==> config.mk <==
export PLATFORM = sky130hd
export DESIGN_NAME = multicycle_control_fsm
export DESIGN_NICKNAME = d
export VERILOG_FILES = /design/src/rtl/multicycle_control_fsm.sv
export SDC_FILE = /design/constraint.sdc
export NUM_CORES = 1
export LEC_CHECK = 0
export BUFFER_PORTS_ARGS = -buffer_cell sky130_fd_sc_hd__buf_4
export CAP_MARGIN = 15
export CORE_MARGIN = 2
export CORE_UTILIZATION = 30
export DETAILED_ROUTE_END_ITERATION = 10
export GPL_TIMING_DRIVEN = 0
export MAX_ROUTING_LAYER = met4
export PLACE_DENSITY = 0.65
export REMOVE_ABC_BUFFERS = 1
export SLEW_MARGIN = 5
export SYNTH_ARGS = -nofsm -noshare
export SYNTH_HDL_FRONTEND = slang
export SYNTH_SLANG_ARGS = --single-unit
==> constraint.sdc <==
create_clock -name clk -period 2.1 [get_ports clk]
set_clock_uncertainty 0.05 [all_clocks]
set_input_delay 0 -clock clk [delete_from_list [all_inputs] [get_ports clk]]
set_output_delay 0 -clock clk [all_outputs]
set_load 0.01 [all_outputs]
==> src/rtl/multicycle_control_fsm.sv <==
// Main controller for the multicycle RV32I datapath.
// Every instruction is sequenced through fetch, decode, execute, memory and
// writeback states. The controller drives the datapath mux selects, the write
// enables, the 2-bit ALUOp and the ImmSrc code for the immediate extender.
//
// Memory handshake: the controller holds the request (address select, and
// mem_write for stores) stable for as long as it waits. A cycle in which
// mem_ready is high completes the access. On that edge the controller
// advances, so each access completes exactly once. When USE_MEM_READY is 0,
// every access completes in its first cycle.
module multicycle_control_fsm #(
  parameter bit USE_MEM_READY = 1'b1
) (
  input  logic       clk,
  input  logic       rst,
  input  logic [6:0] op,
  input  logic       zero,
  input  logic       mem_ready,
  output logic       pc_write,
  output logic       adr_src,
  output logic       mem_write,
  output logic       ir_write,
  output logic [1:0] result_src,
  output logic [1:0] alu_src_a,
  output logic [1:0] alu_src_b,
  output logic [1:0] alu_op,
  output logic       reg_write,
  output logic [1:0] imm_src,
  output logic       illegal_op,
  output logic       instr_retire
);

  localparam logic [6:0] OP_LW  = 7'b0000011;
  localparam logic [6:0] OP_SW  = 7'b0100011;
  localparam logic [6:0] OP_R   = 7'b0110011;
  localparam logic [6:0] OP_I   = 7'b0010011;
  localparam logic [6:0] OP_JAL = 7'b1101111;
  localparam logic [6:0] OP_BEQ = 7'b1100011;

  localparam logic [3:0] S_FETCH    = 4'd0;
  localparam logic [3:0] S_DECODE   = 4'd1;
  localparam logic [3:0] S_MEMADR   = 4'd2;
  localparam logic [3:0] S_MEMREAD  = 4'd3;
  localparam logic [3:0] S_MEMWB    = 4'd4;
  localparam logic [3:0] S_MEMWRITE = 4'd5;
  localparam logic [3:0] S_EXECUTER = 4'd6;
  localparam logic [3:0] S_EXECUTEI = 4'd7;
  localparam logic [3:0] S_JAL      = 4'd8;
  localparam logic [3:0] S_ALUWB    = 4'd9;
  localparam logic [3:0] S_BEQ      = 4'd10;

  logic [3:0] state_q, state_d;
  logic       mem_rdy;

  // Raw per-state enables; rst gates them below.
  logic pc_update, branch;
  logic ir_write_raw, mem_write_raw, reg_write_raw;
  logic illegal_raw, retire_raw;

  assign mem_rdy = USE_MEM_READY ? mem_ready : 1'b1;

  // State register; async reset returns the controller to FETCH.
  always_ff @(posedge clk or posedge rst) begin
    if (rst) state_q <= S_FETCH;
    else     state_q <= state_d;
  end

  // Next-state logic. Unused encodings fall back to FETCH.
  always_comb begin
    state_d = S_FETCH;
    case (state_q)
      S_FETCH:    state_d = mem_rdy ? S_DECODE : S_FETCH;
      S_DECODE: begin
        case (op)
          OP_LW, OP_SW: state_d = S_MEMADR;
          OP_R:         state_d = S_EXECUTER;
          OP_I:         state_d = S_EXECUTEI;
          OP_JAL:       state_d = S_JAL;
          OP_BEQ:       state_d = S_BEQ;
          default:      state_d = S_FETCH;
        endcase
      end
      S_MEMADR:   state_d = (op == OP_LW) ? S_MEMREAD : S_MEMWRITE;
      S_MEMREAD:  state_d = mem_rdy ? S_MEMWB : S_MEMREAD;
      S_MEMWB:    state_d = S_FETCH;
      S_MEMWRITE: state_d = mem_rdy ? S_FETCH : S_MEMWRITE;
      S_EXECUTER: state_d = S_ALUWB;
      S_EXECUTEI: state_d = S_ALUWB;
      S_JAL:      state_d = S_ALUWB;
      S_ALUWB:    state_d = S_FETCH;
      S_BEQ:      state_d = S_FETCH;
      default:    state_d = S_FETCH;
    endcase
  end

  // Per-state datapath controls. Anything a state does not set stays 0.
  always_comb begin
    pc_update     = 1'b0;
    branch        = 1'b0;
    adr_src       = 1'b0;
    mem_write_raw = 1'b0;
    ir_write_raw  = 1'b0;
    result_src    = 2'b00;
    alu_src_a     = 2'b00;
    alu_src_b     = 2'b00;
    alu_op        = 2'b00;
    reg_write_raw = 1'b0;
    illegal_raw   = 1'b0;
    retire_raw    = 1'b0;
    case (state_q)
      S_FETCH: begin
        alu_src_b    = 2'b10;
        result_src   = 2'b10;
        ir_write_raw = mem_rdy;
        pc_update    = mem_rdy;
      end
      S_DECODE: begin
        // The branch target is computed into ALUOut here.
        alu_src_a = 2'b01;
        alu_src_b = 2'b01;
        case (op)
          OP_LW, OP_SW, OP_R, OP_I, OP_JAL, OP_BEQ: illegal_raw = 1'b0;
          default:                                  illegal_raw = 1'b1;
        endcase
      end
      S_MEMADR: begin
        alu_src_a = 2'b10;
        alu_src_b = 2'b01;
      end
      S_MEMREAD: begin
        adr_src = 1'b1;
      end
      S_MEMWB: begin
        result_src    = 2'b01;
        reg_write_raw = 1'b1;
        retire_raw    = 1'b1;
      end
      S_MEMWRITE: begin
        // The write request is held while memory stalls.
        adr_src       = 1'b1;
        mem_write_raw = 1'b1;
        retire_raw    = mem_rdy;
      end
      S_EXECUTER: begin
        alu_src_a = 2'b10;
        alu_op    = 2'b10;
      end
      S_EXECUTEI: begin
        alu_src_a = 2'b10;
        alu_src_b = 2'b01;
        alu_op    = 2'b10;
      end
      S_JAL: begin
        alu_src_a = 2'b01;
        alu_src_b = 2'b10;
        pc_update = 1'b1;
      end
      S_ALUWB: begin
        reg_write_raw = 1'b1;
        retire_raw    = 1'b1;
      end
      S_BEQ: begin
        alu_src_a  = 2'b10;
        alu_op     = 2'b01;
        branch     = 1'b1;
        retire_raw = 1'b1;
      end
      default: begin
        pc_update = 1'b0;
      end
    endcase
  end

  // The immediate format depends only on the opcode, not on the state.
  always_comb begin
    imm_src = 2'b00;
    case (op)
      OP_SW:   imm_src = 2'b01;
      OP_BEQ:  imm_src = 2'b10;
      OP_JAL:  imm_src = 2'b11;
      default: imm_src = 2'b00;
    endcase
  end

  // While rst is high, the enables are forced low without waiting for a clock.
  assign pc_write     = ~rst & (pc_update | (branch & zero));
  assign ir_write     = ~rst & ir_write_raw;
  assign mem_write    = ~rst & mem_write_raw;
  assign reg_write    = ~rst & reg_write_raw;
  assign illegal_op   = ~rst & illegal_raw;
  assign instr_retire = ~rst & retire_raw;

endmodule

==> flow_summary_export.csv <==
group,metric,value,unit
clock_tree,path_clk_slew,0.04,ns
yosys,netlist.area_leader.share,0.159,
die,dieWidth,49.8,um
yosys,ys_async_sr_fraction,1.00,
global_route,grt_max_degree,25,
finish,fin_nets,121,
finish,final_cell_mix,"buf_4, nor2_1, a21oi_1",
worst_setup_path,rr_startpoint,"state_q[1]",
power,power.density,384,nW/um2
yosys,mappedNetlistArea,631,um2
detailed_routing,post-route-drc-count,0,
sta,max_slew.worst_pin.slew,0.728,ns
flow_run,cap_violations,0,
sta,rsz0062_at_grt,"false",
clock_tree,clockRootBuffer,"clkbuf_4",
die,std_cell_rows,16,
worst_setup_path,cp.required,2.05,ns
yosys,synth_ff_type,"dfrtp_1",
sta,setup_viol,0,
die,die_height,49.8,um
placed_design,dp_hpwl,1090,um
min_path,min_from,"op[6]",
global_route,antenna_found_initial,0,
yosys,synth_cell_types,39,
sta,clock.fmax,565,MHz
sta,hold_viol,0,
die,ios,28,
min_path,min_path_type,"primary input to flip-flop",
worst_setup_path,crit_path_end_kind,"output port",
placed_design,place.gp.congestion,0.714,
detailed_routing,drt_iter0_markers,4,
global_route,grt_pass1_wl,2460,um
die,core_area,1980,um2
finish,fillers,207,
yosys,avgSynthCellArea,7.69,um2
power,p_leak,0.377,nW
clock_tree,cts_made_buffers,3,
worst_setup_path,critical_path.cell_chain,"nor2b_1 -> a22oi_1 -> o22a_1 -> nor2_1 -> buf_4",
detailed_routing,drt_wl_total,1480,um
detailed_routing,final_antenna_net_count,0,
worst_setup_path,crit_arrival,1.72,ns
yosys,synthesis.yosys.warnings,0,
die,start_util,0.318,
detailed_routing,vias,667,
worst_setup_path,crit_slowest_cell,"dfrtp_1",
status,status,"finished, final reports clean",
worst_setup_path,start_kind,"flip-flop",
die,die-area,2480,um2
yosys,ys_ff_latch,4,
finish,drive_gt1_frac,0.343,
placed_design,io_buffers,27,
clock_tree,clkSinkCount,4,
sta,slew_headroom,0.515,
finish,top_regs,"state_q (4)",
yosys,ys_seq_area_frac,0.159,
sta,post-route-period-util,0.843,
yosys,synthTopCellsByArea,"dfrtp_1, a21oi_1, nor2_1",
finish,largest_register_ffs,4,
detailed_routing,post_drt_wl_per_cell,10.9,um
clock_tree,cts_buffer_depth,2,
power,ir_worst_vdd,0.177,mV
finish,n_antenna_cell,0,
yosys,synthCells,82,
global_route,grt_overflow,0,
clock_tree,cts-htree-levels,1,
global_route,grt_pass1_vias,600,
sta,min_period,1.77,ns
worst_setup_path,slowest_delay,0.73,ns
yosys,synth_edf_count,0,
global_route,track_usage,0.128,
worst_setup_path,critPathBufInv,1,
detailed_routing,first_pass_iters,3,
yosys,synth_top_cell_by_area,"dfrtp_1",
finish,top_register,"state_q",
worst_setup_path,cp-startpoint,"state_q[0]",
finish,syn2layout_area_growth,37.3,%
clock_tree,cts_tree,"yes",
clock_tree,clk_latency,0.23,ns
clock_tree,postCtsSetupRepairBufs,0,
power,finalPower,0.000332,W
sta,slew_viol_final,0,
finish,final_common_cell,"buf_4",
worst_setup_path,critPathMaxFanout,17,
worst_setup_path,crit_type,"flip-flop to output port",
sta,tns,0,ns
worst_setup_path,critPathTopFamily,"flip-flops",
detailed_routing,routed_via_density,4.94,
==> where the power goes <==
part	switching [W]	total [W]	internal [W]
clock	0.0000295	0.0000933	0.0000638
combinational	0.0000608	0.000135	0.0000739
sequential	0.0000231	0.000104	0.0000813
==> per-layer routing <==
layer	global-route usage	vias up	share of wire
met2	0.218	25	0.46
met3	0.0182	0	0.053
li1	-	349	-
met4	0.0556	0	0
met1	0.150	293	0.48
met5	-	-	0
==> worst reg2reg max path, cell delays in order (launching register included) <==
cell and delay [ns]:
dfrtp_1 0.80, nor4b_4 0.38, inv_2 0.06, o41ai_2 0.30
==> per-stage QoR <==
stage	hold WS, ns	setup slack (ns)	cell area [um2]	util	cells
after detailed placement	-0.101	0.373	812	0.410	129
after global routing	0.0778	0.161	866	0.437	135
after CTS	0.0704	0.114	865	0.436	135
after global placement	-0.107	0.385	812	0.410	129
after floorplan	-0.271	0.607	576	-	75
final	0.0745	0.331	866	0.437	135
==> cells by family after synthesis <==
family | Yosys count | share of synthesized area
AOI/OAI and AO/OA | 19 | 0.198
and+or+nand+nor | 44 | 0.466
xor gates and xnor gates | 4 | 0.0555
buffers and inverters | 10 | 0.105
muxes | 1 | 0.0159
DFF | 4 | 0.159
==> cell type report <==
| class | count | area (um2) | share of cell area |
|---|---|---|---|
| clock buffer | 3 | 22.5 | 0.0260 |
| inverter | 3 | 11.3 | 0.0130 |
| multi-input combinational | 68 | 464 | 0.536 |
| sequential | 4 | 101 | 0.117 |
| tap | 27 | 33.8 | 0.0390 |
| timing repair buffer | 30 | 233 | 0.269 |
==> path summary, 6_finish.rpt <==
check,slack (ns),cells after the start,end
max in group asynchronous,1.60,3,state_q[2]
hold reg to reg,0.82,3,state_q[1]
setup reg to reg,0.40,3,state_q[1]
hold / removal,0.07,3,state_q[1]
setup / recovery,0.33,5,instr_retire
min in group asynchronous,0.21,3,state_q[0]
==> synthesized netlist by cell type, types with 3 or more instances <==
cell / instances
nor2b_1: 3
and3_1: 3
a21oi_1: 9
buf_4: 3
nor2_1: 10
nand3_1: 3
nor3_1: 3
nand2_1: 3
dfrtp_1: 4
xnor2_1: 4
==> what timing repair did <==
| item | in CTS | in global routing |
|---|---|---|
| hold buffers | 3 | 0 |
| endpoints found under the setup margin | 0 | 1 |
| resized for setup | 0 | 1 |
| endpoints found under the hold margin | 6 | 0 |
No activity file was read; power rests on OpenSTA's default activity.
